===== src/rtl/memory_arbiter.sv =====
// Unified RAM port arbiter: shares one memory port between instruction fetch
// and data load/store, data first, with a streak limit so fetch cannot starve.
module memory_arbiter #(
  parameter int MAX_DSTREAK = 4,
  parameter int CNT_W       = 3
) (
  input  logic        CLK,
  input  logic        RST,
  input  logic        iREN,
  input  logic [31:0] iaddr,
  output logic        iwait,
  output logic [31:0] iload,
  input  logic        dREN,
  input  logic        dWEN,
  input  logic [31:0] daddr,
  input  logic [31:0] dstore,
  output logic        dwait,
  output logic [31:0] dload,
  output logic        ramREN,
  output logic        ramWEN,
  output logic [31:0] ramaddr,
  output logic [31:0] ramstore,
  input  logic [31:0] ramload,
  input  logic        ramready
);

  typedef enum logic [2:0] {
    IDLE, IACC, DACC, IDONE, DDONE
  } state_t;

  localparam logic [CNT_W-1:0] STREAK_MAX = CNT_W'(MAX_DSTREAK);

  state_t           state_q, state_d;
  logic [CNT_W-1:0] streak_q, streak_d;
  logic [31:0]      addr_q, addr_d;
  logic [31:0]      store_q, store_d;
  logic [31:0]      iload_q, iload_d;
  logic [31:0]      dload_q, dload_d;
  logic             ren_q, ren_d;
  logic             wen_q, wen_d;
  logic             dreq;
  logic             take_data;

  assign dreq      = dREN | dWEN;
  assign take_data = dreq & ~(iREN & (streak_q == STREAK_MAX));

  always_comb begin
    state_d  = state_q;
    streak_d = streak_q;
    addr_d   = addr_q;
    store_d  = store_q;
    iload_d  = iload_q;
    dload_d  = dload_q;
    ren_d    = ren_q;
    wen_d    = wen_q;
    unique case (state_q)
      IDLE: begin
        if (take_data) begin
          state_d = DACC;
          addr_d  = daddr;
          store_d = dstore;
          wen_d   = dWEN;
          ren_d   = ~dWEN;
          if (!iREN)
            streak_d = '0;
          else if (streak_q != STREAK_MAX)
            streak_d = streak_q + 1'b1;
        end else if (iREN) begin
          state_d  = IACC;
          addr_d   = iaddr;
          ren_d    = 1'b1;
          wen_d    = 1'b0;
          streak_d = '0;
        end
      end
      IACC: begin
        if (ramready) begin
          iload_d = ramload;
          ren_d   = 1'b0;
          state_d = IDONE;
        end
      end
      DACC: begin
        if (ramready) begin
          if (ren_q)
            dload_d = ramload;
          ren_d   = 1'b0;
          wen_d   = 1'b0;
          state_d = DDONE;
        end
      end
      IDONE, DDONE: state_d = IDLE;
      default: state_d = IDLE;
    endcase
  end

  always_ff @(posedge CLK) begin
    if (RST) begin
      state_q  <= IDLE;
      streak_q <= '0;
      addr_q   <= '0;
      store_q  <= '0;
      iload_q  <= '0;
      dload_q  <= '0;
      ren_q    <= 1'b0;
      wen_q    <= 1'b0;
    end else begin
      state_q  <= state_d;
      streak_q <= streak_d;
      addr_q   <= addr_d;
      store_q  <= store_d;
      iload_q  <= iload_d;
      dload_q  <= dload_d;
      ren_q    <= ren_d;
      wen_q    <= wen_d;
    end
  end

  assign iwait    = iREN & (state_q != IDONE);
  assign dwait    = dreq & (state_q != DDONE);
  assign iload    = iload_q;
  assign dload    = dload_q;
  assign ramREN   = ren_q;
  assign ramWEN   = wen_q;
  assign ramaddr  = addr_q;
  assign ramstore = store_q;

endmodule


===== config.mk =====
export PLATFORM = sky130hd
export DESIGN_NAME = memory_arbiter
export DESIGN_NICKNAME = d
export VERILOG_FILES = /design/src/rtl/memory_arbiter.sv
export SDC_FILE = /design/constraint.sdc
export NUM_CORES = 1
export LEC_CHECK = 0
export CORE_ASPECT_RATIO = 1.4
export CORE_MARGIN = 2
export CORE_UTILIZATION = 41
export DETAILED_ROUTE_END_ITERATION = 6
export PLACE_DENSITY = 0.8
export SLEW_MARGIN = 20
export SYNTH_ARGS = -nofsm -noshare
export SYNTH_HDL_FRONTEND = slang
export SYNTH_SLANG_ARGS = --single-unit

===== constraint.sdc =====
create_clock -name CLK -period 2 [get_ports CLK]
set_input_delay 0.5 -clock CLK [delete_from_list [all_inputs] [get_ports CLK]]
set_output_delay 0.5 -clock CLK [all_outputs]
set_load 0.05 [all_outputs]

; Word level (Yosys, flattened, before mapping)
; Cells that the tools add are included.
[classes]
add_sub_neg = 1
n_eq_ne = 11
bitwise = 7
reduce_logical = 13
n_mux = 18
[op_table]
columns = cell, count
row1 = two-way mux 32 bit, 2
row2 = two-way mux 3 bit, 8
row3 = AND reduction 3 bit, 5
row4 = inequality test 3 bit (second input constant), 3
row5 = one-hot mux 3 bit (3 select lines), 1
row6 = inequality test 3 x 2 -> 1 bit (second input constant), 2
row7 = AND reduction 2 bit, 3
row8 = nonzero test 2 bit, 3
row9 = two-way mux 1 bit, 5
row10 = bitwise AND 1 bit, 4
row11 = inequality test 2 bit (second input constant), 2
row12 = one-hot mux 1 bit (2 select lines), 2
row13 = adder 3 x 1 -> 3 bit (second input constant), 1
row14 = equality test 3 x 1 -> 1 bit (second input constant), 1
row15 = equality test 3 x 2 -> 1 bit (second input constant), 1
row16 = equality test 3 bit (second input constant), 1
row17 = zero test 3 bit, 1
row18 = inequality test 2 x 1 -> 1 bit (second input constant), 1
row19 = NOT 1 bit, 2
row20 = OR reduction 2 bit, 1
row21 = OR 1 bit, 1
[word_totals]
inputBits = 134
reg_bits = 136

; Longest topological paths before layout
; Gate-level depths: netlist (run 1).
[depth]
ltp_word = 6
ltp_mapped = 7

; Least setup slack after synthesis (run 1)
; Ideal clock, no wire load.
[synth_path]
path_kind = input -> output
from = in dWEN
to = out dwait
path_slack_ns = -0.198
arrival_ns = 1.698
path_stages = 4
path_cell_list = nor2_1 clkbuf_1 clkbuf_1 a21oi_1
[synth_via]
elab_chain_cells = 2
[synth_lines]
columns = item, line
row1 = from (decl), 14  ; input logic dWEN,
row2 = OR 1 bit, 44  ; assign dreq = dREN | dWEN;
row3 = bitwise AND 1 bit, 120  ; assign dwait = dreq & (state_q != DDONE);
row4 = to (decl), 17  ; output logic dwait,
; No other way between the ends.

; Worst setup path in the final report (run 1)
[layout_path]
from = in iREN
to = out iwait
[layout_via]
elab_chain_cells = 1
[layout_lines]
columns = item, line
row1 = from (decl), 9  ; input logic iREN,
row2 = bitwise AND 1 bit, 119  ; assign iwait = iREN & (state_q != IDONE);
row3 = to (decl), 11  ; output logic iwait,
; No other way between the ends.

==> results.yml, run 1 <==
setup_path:
  crit_chain: "clkdlybuf4s50_1 -> o31a_1 -> buf_12"
  startpoint_type: "input port"
  reg2regPathDepth: 6
  worstReg2RegStart: "streak_q[0]"
  endpoint_kind: "output port"
  worstReg2RegEnd: "ramstore[20]"
  cpMaxStageDelayCell: "clkdlybuf4s50_1"
  cp_slowest_stage_delay_ns: 0.53
  r2r_setup_slack_ns: 0.27
  critPathMaxFanout: 4
  worst-endpoint-required_ns: 1.50
  critPathKind: "in2out"
  crit_arrival_ns: 1.41
power_and_ir_drop:
  swShare: 0.312
  peakVddDrop_uv: 576
  p_int_uw: 5740
  power.density_mw_per_mm2: 924
  pwr-share-clk: 0.414
  p_comb_frac: 0.226
  p_leak_uw: 0.00366
  switchingPower_uw: 2600
  total_power_uw: 8340
  seqPwrFrac: 0.359
timing:
  setup_viol: 0
  worstMarginPinSlew_ns: 0.532
  maxSlewViolCount: 0
  finalHoldViolCount: 0
  maxSlewHeadroom: 0.647
  hold_ws_ns: 0.438
  rsz0062_at_grt: "false"
  min_period_ns: 1.91
  timing.fmax_mhz: 523
  timing.final.crit_share: 0.957
  fin_ws_ns: 0.0870
  finClkSkew_ns: 0.0104
min_path:
  min_from: "RST"
  hold_depth: 2
  hp-class: "in2reg"
  min_to: "ramstore[16]"
cells_and_area:
  layout-drive-gt1-share: 0.151
  fin_cells: 1111
  final_util: 0.674
  nNetsFinal: 1051
  area_growth_pct: 60.3
grt:
  antenna_found_initial: 1
  grt_pass1_vias: 5954
  grt_pass1_wl_mm: 30.4
  gr-usage-all-layers: 0.258
  globalRouteOverflowTotal: 0
  grt_max_degree: 74
floorplan:
  io_pins: 266
  rows: 50
  start_util: 0.421
  fp.dieH_um: 143
  die_w_um: 103
  core_region_area_mm2: 0.0134
  dieArea_mm2: 0.0147
drt:
  first_pass_iters: 5
  avgRoutedWirePerCell_um: 17.4
  viasPerCell: 5.58
  antenna_left: 0
  vias: 6204
  drc: 0
  drt_iter0_drc: 293
  routed_wl_mm: 19.4
place:
  dp_slack_ns: -0.124
  hpwl_mm: 12.9
  place_inst: 1078
  port_buffers: 265
  gp_congestion: 0.797
logic_synthesis:
  synth_area_per_cell_um2: 8.22
  syn_inst: 685
  synthXorXnorAreaFrac: 0
  synth_nets: 821
  syn-cell-area_mm2: 0.00563
  yosys_warnings: 0
  yosysSeqAreaShare: 0.483
  synthAdderAreaFrac: 0.00444
  yosysUniqueCellTypes: 34
  synth_compound_area_frac: 0.285
  synth-simple-area-share: 0.162
  synth.mux.area_fraction: 0
  synth-seq-cells: 136
  synth_top_family_by_area: "compound AO/OA/AOI/OAI gates"
clock_network:
  cts_buffers: 17
  cts_tree: "yes"
  clock-sinks: 136
  cts.clk_slew.worst_paths_ns: 0.07
  clk_latency_ns: 0.41
  htree_num_levels: 4
  clk_path_buf_depth: 2
  root_buffer: "clkbuf_16"
run:
  maxCapViolCount: 0
status:
  outcome: "completed"
-- how the worst max path moves through the flow --
stage,start,end,slack (ns),depth (start not counted)
final,iREN,iwait,0.09,3
after global routing,state_q[1],iwait,0.05,3
after CTS,dREN,dwait,0.01,4
after detailed placement,dWEN,ramaddr[23],-0.12,6
after global placement,dWEN,ramaddr[22],-0.04,6
after floorplan,dWEN,dwait,0.11,4
-- power by group through the flow --
stage,logic [uW],registers (uW),clock network [uW]
after detailed placement,1950,3060,0
after CTS,1890,3000,3510
after global routing,2000,3020,3640
after floorplan,567,3620,0
after global placement,1940,3060,0
final,1890,3000,3460
-- worst max-delay path, delay by kind of cell --
kind / cells / cell delay (ns)
buffers and inverters: 2 / 0.68
AO/OA/AOI/OAI: 1 / 0.22
-- cell usage after synthesis --
cell type | count | share of area
o311a_1 | 1 | 0.0018
nor4bb_1 | 2 | 0.0036
o2bb2ai_1 | 1 | 0.0016
buf_6 | 2 | 0.0040
a2111oi_0 | 1 | 0.0016
o2111ai_1 | 1 | 0.0016
a21oi_1 | 133 | 0.12
a311oi_1 | 32 | 0.050
or2_2 | 1 | 0.0011
clkbuf_1 | 68 | 0.045
nand2b_1 | 1 | 0.0011
nor2_1 | 4 | 0.0027
o21ai_0 | 68 | 0.060
nor3b_1 | 1 | 0.0013
buf_2 | 13 | 0.012
or3_1 | 1 | 0.0011
inv_1 | 5 | 0.0033
nor3_1 | 2 | 0.0018
a211o_1 | 1 | 0.0016
nor4b_1 | 1 | 0.0016
or4_1 | 1 | 0.0013
nand2_1 | 66 | 0.044
nand4bb_1 | 2 | 0.0040
and3_1 | 1 | 0.0011
nand4_1 | 33 | 0.037
o31a_1 | 1 | 0.0016
o211ai_1 | 1 | 0.0013
dfxtp_1 | 136 | 0.48
o31ai_1 | 33 | 0.044
or3_4 | 1 | 0.0020
nand3_1 | 66 | 0.059
a211oi_1 | 1 | 0.0013
ha_1 | 2 | 0.0044
buf_1 | 2 | 0.0013
-- layer usage --
metal	track usage	share of wire	vias up
met3	0.0891	0.094	26
met4	0.0748	0.019	0
met2	0.441	0.50	258
met5	0	0	-
li1	-	-	2992
met1	0.301	0.38	2928
-- sequential cells by signal (all words and copies together) (netlist names) --
register,count
dload,32
iload,32
ramREN,1
ramWEN,1
ramaddr,32
ramstore,32
state_q,3
streak_q,3
-- through the flow --
stage / TNS, ns / area, um2
after detailed placement: -2.19 / 8450
after global routing: 0 / 9030
after CTS: 0 / 9020
after global placement: -1.07 / 8450
after floorplan: 0 / 5640
final: 0 / 9030
-- cells by family after synthesis --
| group | after synthesis |
|---|---|
| AOI/OAI and AO/OA | 274 |
| and+or+nand+nor | 183 |
| DFF | 136 |
| buffers and inverters | 90 |
| adders and majority gates | 2 |
-- placed cells by master, fill, tap and decap left out, drive strengths merged, types with 2 or more instances in the layout --
master / count
a21oi: 133
a311oi: 32
buf: 96
bufinv: 4
clkbuf: 18
clkdlybuf4s50: 130
clkinv: 3
dfxtp: 136
dlygate4sd2: 69
ha: 2
inv: 11
nand2: 66
nand3: 66
nand4: 33
nand4bb: 2
nor2: 4
nor3: 2
nor4bb: 2
o21ai: 68
o31ai: 33
or3: 2
-- layout make-up --
type / instances / area, um2
fillers: 1155 / 4360
diodes: 1 / 2.50
multi-input cells: 459 / 2590
repair buffers: 296 / 2810
inverters: 5 / 18.8
clock buffers: 18 / 439
well taps: 182 / 228
clock inverters: 14 / 211
flip-flops and latches: 136 / 2730
-- repair_timing --
action / in CTS / in global routing
gates cloned: 0 / 0
hold buffers: 0 / 0
resized for setup: 72 / 2
pin swaps: 0 / 0
endpoints found under the setup margin: 70 / 2
setup buffers: 0 / 0
Note: power is estimated with default switching activity, not from simulation.
==> inputs of run 2 (changes only) <==
- CELL_PAD_IN_SITES_DETAIL_PLACEMENT: not set -> 1
- CELL_PAD_IN_SITES_GLOBAL_PLACEMENT: not set -> 2
- CORE_UTILIZATION: 41 -> 22
- CTS_CLUSTER_SIZE: not set -> 25
- GPL_ROUTABILITY_DRIVEN: not set -> 0
- PLACE_DENSITY: 0.8 -> not set
- PLACE_DENSITY_LB_ADDON: not set -> 0.1
==> run 2 against run 1 <==
  * Worst hold slack lost 0.057 ns
  * Sequential power about the same
  * Global-route usage decreased by 8.0 points
  * Power decreased by 1.7%
  * Critical path type is now reg2out
  * Critical endpoint unchanged
==> results.yml, run 2 (synthesized netlist as in run 1, its figures left out) <==
timing:
  maxSlewViolCount: 0
  finalHoldViolCount: 0
  finClkSkew_ns: 0.00727
  setup_viol: 0
  hold_ws_ns: 0.381
  min_period_ns: 1.91
  timing.final.crit_share: 0.957
  maxSlewHeadroom: 0.659
  timing.fmax_mhz: 523
  worstMarginPinSlew_ns: 0.513
power_and_ir_drop:
  p_leak_uw: 0.00363
  switchingPower_uw: 2550
  p_comb_frac: 0.236
  swShare: 0.311
  seqPwrFrac: 0.367
  p_int_uw: 5650
  power.density_mw_per_mm2: 896
  peakVddDrop_uv: 592
  pwr-share-clk: 0.397
  total_power_uw: 8200
cells_and_area:
  final_cell_mix: "dfxtp_1, a21oi_1, clkdlybuf4s50_1"
  fill_cells: 2938
  n_antenna_cell: 0
  seq_area_mm2: 0.00273
  area_growth_pct: 62.6
  nNetsFinal: 1053
  layout-drive-gt1-share: 0.166
  multiInputGateArea_mm2: 0.00260
  layout_commonest_cell: "dfxtp_1"
floorplan:
  fp.dieH_um: 193
  die_w_um: 139
  core_region_area_mm2: 0.0253
  io_pins: 266
  dieArea_mm2: 0.0269
  start_util: 0.223
  rows: 69
clock_network:
  clk_latency_ns: 0.42
  cts.clk_slew.worst_paths_ns: 0.06
  root_buffer: "clkbuf_16"
  clk_path_buf_depth: 2
  clock-sinks: 136
  cts_buffers: 17
  htree_num_levels: 4
  cts_setup_buffers: 0
  cts_tree: "yes"
setup_path:
  endpoint_kind: "output port"
  worst-endpoint-required_ns: 1.50
  crit_buf_inv: 2
  critPathKind: "reg2out"
  startpoint_type: "flop"
  critical-path-top-delay-family: "compound AO/OA/AOI/OAI gates"
  crit_chain: "buf_4 -> o31a_1 -> buf_12"
  crit_arrival_ns: 1.41
  critPathMaxFanout: 9
  r2r_setup_slack_ns: 0.26
  cp_slowest_stage_delay_ns: 0.34
  cpMaxStageDelayCell: "o31a_1"
grt:
  grt_pass1_vias: 6766
  antenna_found_initial: 0
  globalRouteOverflowTotal: 0
  grt_max_degree: 68
  grt_pass1_wl_mm: 38.2
  gr-usage-all-layers: 0.178
drt:
  vias: 6262
  met2_length_mm: 12.6
  routed_wl_mm: 24.3
  viasPerCell: 5.01
  drc: 0
  antenna_left: 0
  first_pass_iters: 4
  dr_wl_met3_mm: 1.34
  drt_iter0_drc: 131
  met1_length_mm: 10.1
  avgRoutedWirePerCell_um: 19.5
  top_layer_used: "met4"
status:
  outcome: "completed"
place:
  port_buffers: 265
  hpwl_mm: 16.7
run:
  maxCapViolCount: 0
min_path:
  hp-class: "in2reg"
run 2: cell types whose count changed in the layout (fill, tap and decap cells not counted), sizes merged:
cell	change
dlygate4sd2	-10
clkdlybuf4s50	-1
inv	-6
diode	-1
dlymetal6s2s	-1
clkinv	+1
bufinv	-2
buf	+14
clkbuf	+7
run 2: routing by layer:
metal / global-route usage / vias up
met1: 0.207 / 3076
met3: 0.0505 / 14
met5: 0 / -
met4: 0.0542 / 0
li1: - / 2989
met2: 0.315 / 183
run 2: area by class of cell:
type | instances | share of cell area
well taps | 319 | 0.0436
clock inverters | 7 | 0.00957
clock buffers | 25 | 0.0574
inverters | 5 | 0.00205
multi-input cells | 459 | 0.284
flip-flops and latches | 136 | 0.298
repair buffers | 298 | 0.305
run 2: power by group through the flow:
stage	combinational (uW)	clock [uW]	sequential [uW]
after global routing	2060	3480	3030
after global placement	1980	0	3060
final	1940	3250	3010
after detailed placement	2010	0	3070
after floorplan	567	0	3620
after CTS	1960	3370	3010
run 2: worst register-to-register path, delay by kind of cell (launching register included):
kind                       cells  cell delay, ns
AOI/OAI and AO/OA              2            0.41
adders and majority gates      1            0.24
buffers and inverters          2            0.32
DFF                            1            0.36
and+or+nand+nor                1            0.27
run 2: path summary, 6_finish.rpt:
path	from	end	depth (start not counted)
worst max-delay path	state_q[2]	iwait	3
worst max register to register	streak_q[0]	ramstore[25]	6
worst min-delay path	RST	ramstore[14]	2
worst min register to register	iload[23]	iload[23]	2
run 2: metrics by stage:
step           setup TNS (ns)   util  instances  setup slack (ns)  cell area, um2
4_1_cts                     0  0.362       1249            0.0185            9150
2_1_floorplan               0      -        685             0.106            5640
6_report                    0  0.362       1249            0.0861            9160
5_1_grt             -0.000976  0.362       1249         -0.000976            9160
3_3_place_gp           -0.148  0.340       1217           -0.0361            8610
3_5_place_dp            -2.32  0.340       1217            -0.134            8610
run 2: timing repair:
item,in CTS,in global routing
cloned,0,0
gates resized for setup,61,1
hold buffers,0,0
setup endpoints to repair,58,1
endpoints found under the hold margin,0,0
